File: config.mk
export PLATFORM = sky130hd
export DESIGN_NAME = i2c_master_byte
export DESIGN_NICKNAME = d
export VERILOG_FILES = /design/src/rtl/i2c_master_byte.sv
export SDC_FILE = /design/constraint.sdc
export NUM_CORES = 1
export LEC_CHECK = 0
export CAP_MARGIN = 20
export CORE_MARGIN = 2
export CORE_UTILIZATION = 50
export CTS_CLUSTER_SIZE = 24
export DETAILED_ROUTE_END_ITERATION = 10
export GPL_ROUTABILITY_DRIVEN = 0
export PLACE_DENSITY_LB_ADDON = 0.3
export SLEW_MARGIN = 5
export SYNTH_ARGS = -nofsm -noshare
export SYNTH_HDL_FRONTEND = slang
export SYNTH_SLANG_ARGS = --single-unit
File: constraint.sdc
create_clock -name clk -period 3.83 [get_ports clk]
set_clock_uncertainty 0.15 [all_clocks]
set_input_delay 1.149 -clock clk [delete_from_list [all_inputs] [get_ports clk]]
set_output_delay 1.149 -clock clk [all_outputs]
set_load 0.005 [all_outputs]
File: src/rtl/i2c_master_byte.sv
// Byte-level I2C master: optional START, 8 data bits, ACK bit, optional STOP; rsp_valid at T+1+N*CLK_DIV.
// Accepts one command at a time (cmd_ready in IDLE/DONE only); SCL/SDA are registered pull-low enables.
module i2c_master_byte #(
  parameter int CLK_DIV = 4
) (
  input  logic       clk,
  input  logic       rst_n,
  input  logic       cmd_valid,
  output logic       cmd_ready,
  input  logic       cmd_start,
  input  logic       cmd_stop,
  input  logic       cmd_read,
  input  logic       cmd_nack,
  input  logic [7:0] wr_data,
  output logic [7:0] rd_data,
  output logic       rsp_valid,
  output logic       rsp_nack,
  output logic       rsp_arb_lost,
  output logic       busy,
  output logic       scl_oe,
  output logic       sda_oe,
  input  logic       sda_in
);

  localparam int CW = (CLK_DIV > 1) ? $clog2(CLK_DIV) : 1;
  localparam logic [CW-1:0] CNT_LAST = CW'(CLK_DIV - 1);

  typedef enum logic [2:0] {
    S_IDLE,
    S_START,
    S_BIT,
    S_ACK,
    S_STOP,
    S_DONE
  } state_t;

  state_t        state_q, state_d;
  logic [CW-1:0] cnt_q, cnt_d;
  logic [1:0]    qtr_q, qtr_d;
  logic [2:0]    bit_q, bit_d;
  logic          stop_q, stop_d;
  logic          read_q, read_d;
  logic          nack_q, nack_d;
  logic [7:0]    wdata_q, wdata_d;
  logic [7:0]    shift_q, shift_d;
  logic          ack_q, ack_d;
  logic [7:0]    rd_data_q, rd_data_d;
  logic          rsp_nack_q, rsp_nack_d;
  logic          arb_q, arb_d;
  logic          scl_oe_q, scl_oe_d;
  logic          sda_oe_q, sda_oe_d;

  logic accept;
  logic phase_last;
  logic sample;
  logic arb_event;
  logic bit_low;
  logic ack_low;

  assign cmd_ready    = (state_q == S_IDLE) || (state_q == S_DONE);
  assign busy         = ~cmd_ready;
  assign rsp_valid    = (state_q == S_DONE);
  assign accept       = cmd_valid && cmd_ready;
  assign phase_last   = (cnt_q == CNT_LAST);
  assign sample       = phase_last && (qtr_q == 2'd2);

  assign rd_data      = rd_data_q;
  assign rsp_nack     = rsp_nack_q;
  assign rsp_arb_lost = arb_q;
  assign scl_oe       = scl_oe_q;
  assign sda_oe       = sda_oe_q;

  // Sequencing: quarter counter, bit index, sampling and result publication.
  always_comb begin
    state_d    = state_q;
    cnt_d      = cnt_q;
    qtr_d      = qtr_q;
    bit_d      = bit_q;
    stop_d     = stop_q;
    read_d     = read_q;
    nack_d     = nack_q;
    wdata_d    = wdata_q;
    shift_d    = shift_q;
    ack_d      = ack_q;
    rd_data_d  = rd_data_q;
    rsp_nack_d = rsp_nack_q;
    arb_d      = arb_q;
    arb_event  = 1'b0;

    case (state_q)
      S_IDLE, S_DONE: begin
        if (accept) begin
          state_d    = cmd_start ? S_START : S_BIT;
          cnt_d      = '0;
          qtr_d      = 2'd0;
          bit_d      = 3'd7;
          stop_d     = cmd_stop;
          read_d     = cmd_read;
          nack_d     = cmd_nack;
          wdata_d    = wr_data;
          shift_d    = 8'h00;
          ack_d      = 1'b0;
          rd_data_d  = 8'h00;
          rsp_nack_d = 1'b0;
          arb_d      = 1'b0;
        end else if (state_q == S_DONE) begin
          state_d = S_IDLE;
        end
      end

      default: begin
        cnt_d = phase_last ? '0 : cnt_q + 1'b1;
        if (phase_last) begin
          qtr_d = qtr_q + 1'b1;
        end
        if (sample && (state_q == S_BIT)) begin
          shift_d = {shift_q[6:0], sda_in};
        end
        if (sample && (state_q == S_ACK)) begin
          ack_d = sda_in;
        end

        // Released a 1 but the bus reads 0: another master owns the line.
        if ((state_q == S_BIT) && !read_q && sample && !sda_oe_q && !sda_in) begin
          arb_event = 1'b1;
          state_d   = S_DONE;
          qtr_d     = 2'd0;
          cnt_d     = '0;
        end else if (phase_last && (qtr_q == 2'd3)) begin
          case (state_q)
            S_START: state_d = S_BIT;
            S_BIT: begin
              if (bit_q == 3'd0) begin
                state_d = S_ACK;
              end else begin
                bit_d = bit_q - 1'b1;
              end
            end
            S_ACK:   state_d = stop_q ? S_STOP : S_DONE;
            S_STOP:  state_d = S_DONE;
            default: state_d = S_IDLE;
          endcase
        end

        if (state_d == S_DONE) begin
          rd_data_d  = read_q ? shift_q : 8'h00;
          rsp_nack_d = read_q ? nack_q : ack_q;
          arb_d      = arb_event;
        end
      end
    endcase
  end

  // Line enables are a function of the phase being entered, so they register on phase boundaries.
  always_comb begin
    scl_oe_d = scl_oe_q;
    sda_oe_d = sda_oe_q;
    bit_low  = read_d ? 1'b0 : ~wdata_d[bit_d];
    ack_low  = read_d ? ~nack_d : 1'b0;

    case (state_d)
      S_START: begin
        scl_oe_d = (qtr_d == 2'd0) ? scl_oe_q : (qtr_d == 2'd3);
        sda_oe_d = qtr_d[1];
      end
      S_BIT: begin
        scl_oe_d = ~qtr_d[1];
        sda_oe_d = bit_low;
      end
      S_ACK: begin
        scl_oe_d = ~qtr_d[1];
        sda_oe_d = ack_low;
      end
      S_STOP: begin
        scl_oe_d = (qtr_d == 2'd0);
        sda_oe_d = ~qtr_d[1];
      end
      S_DONE: begin
        if (arb_event) begin
          scl_oe_d = 1'b0;
          sda_oe_d = 1'b0;
        end else if (state_q == S_ACK) begin
          scl_oe_d = 1'b1;
        end
      end
      default: begin
        scl_oe_d = scl_oe_q;
        sda_oe_d = sda_oe_q;
      end
    endcase
  end

  always_ff @(posedge clk or negedge rst_n) begin
    if (!rst_n) begin
      state_q    <= S_IDLE;
      cnt_q      <= '0;
      qtr_q      <= 2'd0;
      bit_q      <= 3'd7;
      stop_q     <= 1'b0;
      read_q     <= 1'b0;
      nack_q     <= 1'b0;
      wdata_q    <= 8'h00;
      shift_q    <= 8'h00;
      ack_q      <= 1'b0;
      rd_data_q  <= 8'h00;
      rsp_nack_q <= 1'b0;
      arb_q      <= 1'b0;
      scl_oe_q   <= 1'b0;
      sda_oe_q   <= 1'b0;
    end else begin
      state_q    <= state_d;
      cnt_q      <= cnt_d;
      qtr_q      <= qtr_d;
      bit_q      <= bit_d;
      stop_q     <= stop_d;
      read_q     <= read_d;
      nack_q     <= nack_d;
      wdata_q    <= wdata_d;
      shift_q    <= shift_d;
      ack_q      <= ack_d;
      rd_data_q  <= rd_data_d;
      rsp_nack_q <= rsp_nack_d;
      arb_q      <= arb_d;
      scl_oe_q   <= scl_oe_d;
      sda_oe_q   <= sda_oe_d;
    end
  end

endmodule

; ---- Word-level counts from Yosys, hierarchy flattened
; Index checks and enable logic that the tools add are counted.
[op_classes]
add_sub_neg = 3
order_cmp = 1
n_eq_ne = 19
muxes = 56
bitwise_logic = 4
reduce_logical = 29
[op_table]
columns = cell, n
row1 = two-way mux 8 bit, 8
row2 = two-way mux 3 bit, 13
row3 = two-way mux 1 bit, 22
row4 = two-way mux 2 bit, 9
row5 = == test 3 bit (second input constant), 5
row6 = == test 3 x 2 -> 1 bit (second input constant), 4
row7 = case mux 3 bit (4 select lines), 1
row8 = AND reduction 2 bit, 5
row9 = logical AND 1 bit, 9
row10 = == test 2 bit (second input constant), 4
row11 = == test 3 x 1 -> 1 bit (second input constant), 2
row12 = logical NOT 3 bit, 2
row13 = inequality test 2 bit (second input constant), 3
row14 = nonzero test 2 bit, 3
row15 = case mux 1 bit (5 select lines), 1
row16 = nonzero test 5 bit, 1
row17 = adder 2 x 1 -> 2 bit (second input constant), 2
row18 = < comparator 3 x 4 -> 1 bit (second input constant), 1
row19 = inverter 1 bit, 4
row20 = case mux 1 bit (4 select lines), 1
row21 = nonzero test 4 bit, 1
row22 = OR reduction 2 bit, 2
row23 = binary-select mux 1 bit (select 3 bit), 1
row24 = logical NOT 1 bit, 3
row25 = 5 further kinds, 5
[word_totals]
reg_bits = 42
inputBits = 16
out_inout_bits = 15
elab_cells = 127

; ---- Longest topological paths before layout
[logic_depth]
word_depth = 12
ltp_mapped = 11
mapped_depth_nobuf = 11

; ---- Least setup slack after synthesis
; OpenSTA, ideal clock, no wires.
[synth_path]
path_kind = input to register
start = input sda_in
end = register sda_oe_q, in the netlist sda_oe
setup_ns = 0.090
arrival_ns = 2.829
required_ns = 3.590
slack_ns = 0.760
path_stages = 7
n_path_buf = 0
cell_sequence = nand4bb_1 nor3_2 a211o_1 inv_1 ha_1 or4_1 o221ai_1
[synth_via]
word_cells_on_any_way = 25
cone_classes = eq/ne: 6 / mux: 13 / bitwise: 2 / reduce/logical: 4
[synth_lines]
columns = element, line_no
row1 = start: declaration, 22  ; input logic sda_in
row2 = logical NOT 1 bit (*), 124  ; if ((state_q == S_BIT) && !read_q && sample && !sda_oe_q && !sda_in) begin
row3 = logical AND 1 bit (*), 124
row4 = two-way mux 3 bit (*), 124
row5 = two-way mux 3 bit (*) (2 in a row), 90  ; case (state_q)
row6 = net state_d[2], 37  ; state_t state_q, state_d;
row7 = == test 3 bit (tied with other cells), 161  ; case (state_d)
row8 = nonzero test 5 bit (no source line) or inequality test 2 bit (tied branches), --
row9 = AND reduction 2 bit (no source line), --
row10 = end signal: assignment, 225  ; sda_oe_q <= sda_oe_d;
row11 = end: declaration, 51  ; logic sda_oe_q, sda_oe_d;
; Mark *: on every way through the listed nets, which the timed path passes. The rest lies on a longest branch. The select of a mux whose other input is x is not followed.
; A chain may end at the register's enable or synchronous reset.

; ---- Final worst setup path
[layout_path]
start = input cmd_valid
end = register sda_oe_q, in the netlist sda_oe
[layout_via]
word_cells_on_any_way = 29
cone_classes = eq/ne: 6 / mux: 17 / bitwise: 3 / reduce/logical: 3
[layout_lines]
columns = element, line_no
row1 = start: declaration, 8  ; input logic cmd_valid,
row2 = logical AND 1 bit (*), 63  ; assign accept = cmd_valid && cmd_ready;
row3 = two-way mux 3 bit (*), 92  ; if (accept) begin
row4 = two-way mux 3 bit (*), 90
row5 = net state_d[1], 37
row6 = == test 3 bit (tied with other cells), 161
row7 = nonzero test 5 bit (no source line) or inequality test 2 bit (tied branches), --
row8 = AND reduction 2 bit (no source line), --
; Marks and branches as above.

==> impl_metrics.csv <==
group,metric,value,unit
timing,period_needed,3430,ps
drt,drc_errors,0,
clocking,numClockSinks,42,
drt,drt_first_pass_iters,5,
placed_design,detailed_place.area,2800,um^2
layout,number_of_filler_instances_in_the_final_layout,382,
timing,drv_slew,0,
power,vdd_drop_max,0.000292,V
power,switching_share,40.6,%
clocking,cts_hold_buffers,0,
drt,totalWireLength,5.51,mm
yosys,synth.largest_area_cell,"sky130_fd_sc_hd__dfrtp_1",
yosys,syn_area_cell,9.28,um^2
critical_path,crit_type,"primary input to flop",
timing,unrepaired_setup_endpoints_after_global_routing,"no",
placed_design,place.port_buffers,30,
yosys,syn-cell-area,2390,um^2
layout,layout.cell_area.non_filler,2880,um^2
yosys,synth-seq-cells,42,
global_routing,grt_remaining_overflow,0,
power,p_sw,0.750,mW
yosys,yosys.cell_types.count,52,
yosys,ys.flop_type,"sky130_fd_sc_hd__dfrtp_1",
placed_design,detailedPlacementHpwl,3.95,mm
global_routing,first_global_vias,1933,
critical_path,critPathArrivalTime,3490,ps
floorplan,fp.coreArea,4660,um^2
yosys,ys.warnings.count,0,
critical_path,critical_path.cell_chain,"clkdlybuf4s50_1 -> buf_4 -> and3b_1 -> o21ai_0 -> and3_1 -> inv_1 -> ha_1 -> or4_1 -> o221ai_1",
global_routing,grt_pass1_wl,9.08,mm
floorplan,floorplan.initialDensity,51.4,%
critical_path,crit_fanout,7,
timing,slew_headroom,37.6,%
timing,final_critical_path_share_of_the_clock_period,89.6,%
layout,leading_cell_types_in_the_layout_fill_and_taps_excluded,"sky130_fd_sc_hd__dfrtp_1 (39), sky130_fd_sc_hd__nand2_1 (38), sky130_fd_sc_hd__clkdlybuf4s50_1 (29)",
layout,finish.utilization,61.9,%
global_routing,number_of_antenna_violations_at_the_first_check_in_global_routing,0,
layout,layout_commonest_cell,"sky130_fd_sc_hd__dfrtp_1",
layout,number_of_antenna_diodes,0,
floorplan,floorplan.die.width,73.2,um
clocking,clk-insertion-delay-late,300,ps
yosys,synth_area_leaders,"sky130_fd_sc_hd__dfrtp_1 (41%), sky130_fd_sc_hd__nand2_1 (6.0%), sky130_fd_sc_hd__o21ai_0 (4.0%)",
power,seqPwrFrac,37.4,%
power,pwr_density_cell,640,nW/um^2
floorplan,area_of_the_die,5360,um^2
critical_path,cp-start-kind,"primary input",
timing,fmax,0.291,GHz
drt,drt_iter0_markers,198,
drt,wl_per_cell,15.7,um
global_routing,grt_max_degree,43,
timing,worst_hold_slack,335,ps
clocking,cts_buffers,5,
critical_path,worst_path_largest_cell_delay,540,ps
timing,timing.final.hold_violations,0,
floorplan,top_level_ports,31,
yosys,synth_cells,258,
floorplan,row_count,25,
power,pwr-share-clk,15.6,%
global_routing,grtUsageTotal,22.2,%
timing,worst_slew_pin_slew,937,ps
clocking,clkTransAtPathRegs,80,ps
yosys,synth_sequential_area_ratio,44.0,%
critical_path,reg2regPathDepth,8,
clocking,clk_path_buf_depth,2,
yosys,synth_fp_nets,280,
floorplan,die_height,73.2,um
critical_path,critical_path.endpoint_type,"flop",
clocking,cts_setup_buffers,0,
yosys,yosys.area.top_type_share,40.8,%
critical_path,critical-path-slowest-cell,"sky130_fd_sc_hd__or4_1",
layout,post_route_cells_drive_above_1_share,10.5,%
drt,dr_total_vias,2051,
power,internal_power,1.10,mW
clocking,cts.root.buffer_cell,"sky130_fd_sc_hd__clkbuf_8",
status,outcome,"finished, final reports clean",
job,maxCapViolations,0,
power,power.combinational.fraction,47.0,%
power,power.static_leakage,1.27,nW
drt,ant_nets,0,
yosys,synth-edff-count,0,
clocking,cts_resized,0,
yosys,synth_async_sr_flop_share,100,%
clocking,clock_tree_from_tritoncts,"done",
timing,finalSetupTns,0,ps
layout,flow.area_growth_from_synthesis,20.4,%
worst_hold_path,timing.hold.worst.class,"flop to flop",
layout,design.final.nets,317,
timing,finalSetupViolations,0,
critical_path,timing.critical_path.required,3890,ps
critical_path,reg2reg_slack,920,ps
worst_hold_path,hold-path-cell-count,2,
clocking,ctsHtreeMaxLevel,2,
drt,via_per_inst,5.86,
-- critical path: cells and delay by family --
family	cells	cell delay, ps
adder cells (fa/ha/maj)	1	380
buffers and inverters	3	670
AO/OA/AOI/OAI	2	340
AND/OR/NAND/NOR	3	950
-- cell type report --
class | instances | area [um^2] | share of cell area [%]
Multi-Input combinational cell | 192 | 1250 | 43.2
Clock buffer | 5 | 68.8 | 2.39
Tap cell | 54 | 67.6 | 2.34
Clock inverter | 3 | 18.8 | 0.651
Timing Repair Buffer | 41 | 378 | 13.1
Inverter | 13 | 48.8 | 1.69
Sequential cell | 42 | 1050 | 36.6
-- routing by layer --
layer  GRT usage, %  up-vias  part of all wire, %
met5              0        -                    0
met4           8.85        0                  2.1
met3           4.83       13                  4.5
met2           31.5       65                   45
met1           32.7      957                   48
li1               -     1016                    -
-- path summary, 6_finish.rpt --
path / from / to
max: cmd_valid / sda_oe
min: rd_data[3] / rd_data[3]
max reg2reg: cnt_q[0] / sda_oe
min reg2reg: rd_data[3] / rd_data[3]
max in group asynchronous: rst_n / wdata_q[1]
min in group asynchronous: rst_n / wdata_q[5]
-- cells in the mapped netlist (6+ instances only) --
library cell and count:
sky130_fd_sc_hd__a21oi_1 6, sky130_fd_sc_hd__a22o_1 9, sky130_fd_sc_hd__clkbuf_1 8, sky130_fd_sc_hd__dfrtp_1 39, sky130_fd_sc_hd__ha_1 6, sky130_fd_sc_hd__inv_1 13, sky130_fd_sc_hd__mux2i_1 7, sky130_fd_sc_hd__nand2_1 38
sky130_fd_sc_hd__nand3_1 13, sky130_fd_sc_hd__nor2_1 13, sky130_fd_sc_hd__nor3_1 9, sky130_fd_sc_hd__o21ai_0 19
-- power groups by stage --
stage | clock [mW] | sequential [mW] | combinational, mW
finish | 0.287 | 0.691 | 0.868
global route | 0.316 | 0.708 | 0.972
CTS | 0.296 | 0.690 | 0.863
detailed placement | 0 | 0.700 | 0.858
global placement | 0 | 0.694 | 0.831
floorplan | 0 | 0.632 | 0.649
-- metrics by stage --
| step | total power, mW | std cells | worst slack [ps] |
|---|---|---|---|
| floorplan | 1.28 | 258 | 760 |
| global placement | 1.53 | 342 | 129 |
| detailed placement | 1.56 | 342 | 115 |
| CTS | 1.85 | 350 | 425 |
| global route | 2.00 | 350 | 254 |
| finish | 1.85 | 350 | 398 |
-- kinds of logic (layout without fill, tap and decap cells) --
family	count (synthesis)	in the layout	share of synthesized area, %
AND/OR/NAND/NOR	112	112	25.0
flip-flops	42	42	44.0
multiplexers	9	9	3.87
buffers and inverters	24	62	4.18
AO/OA/AOI/OAI	63	63	19.1
XOR/XNOR	2	2	0.732
adder cells (fa/ha/maj)	6	6	3.13
-- registers in the layout (all words and copies together) (netlist names) --
signal and flops:
rd_data 8, shift_q 8, wdata_q 8, bit_q 3, state_q 3, cnt_q 2, qtr_q 2, ack_q 1
nack_q 1, read_q 1, rsp_arb_lost 1, rsp_nack 1, scl_oe 1, sda_oe 1, stop_q 1
(Power assumes the default switching activity.)
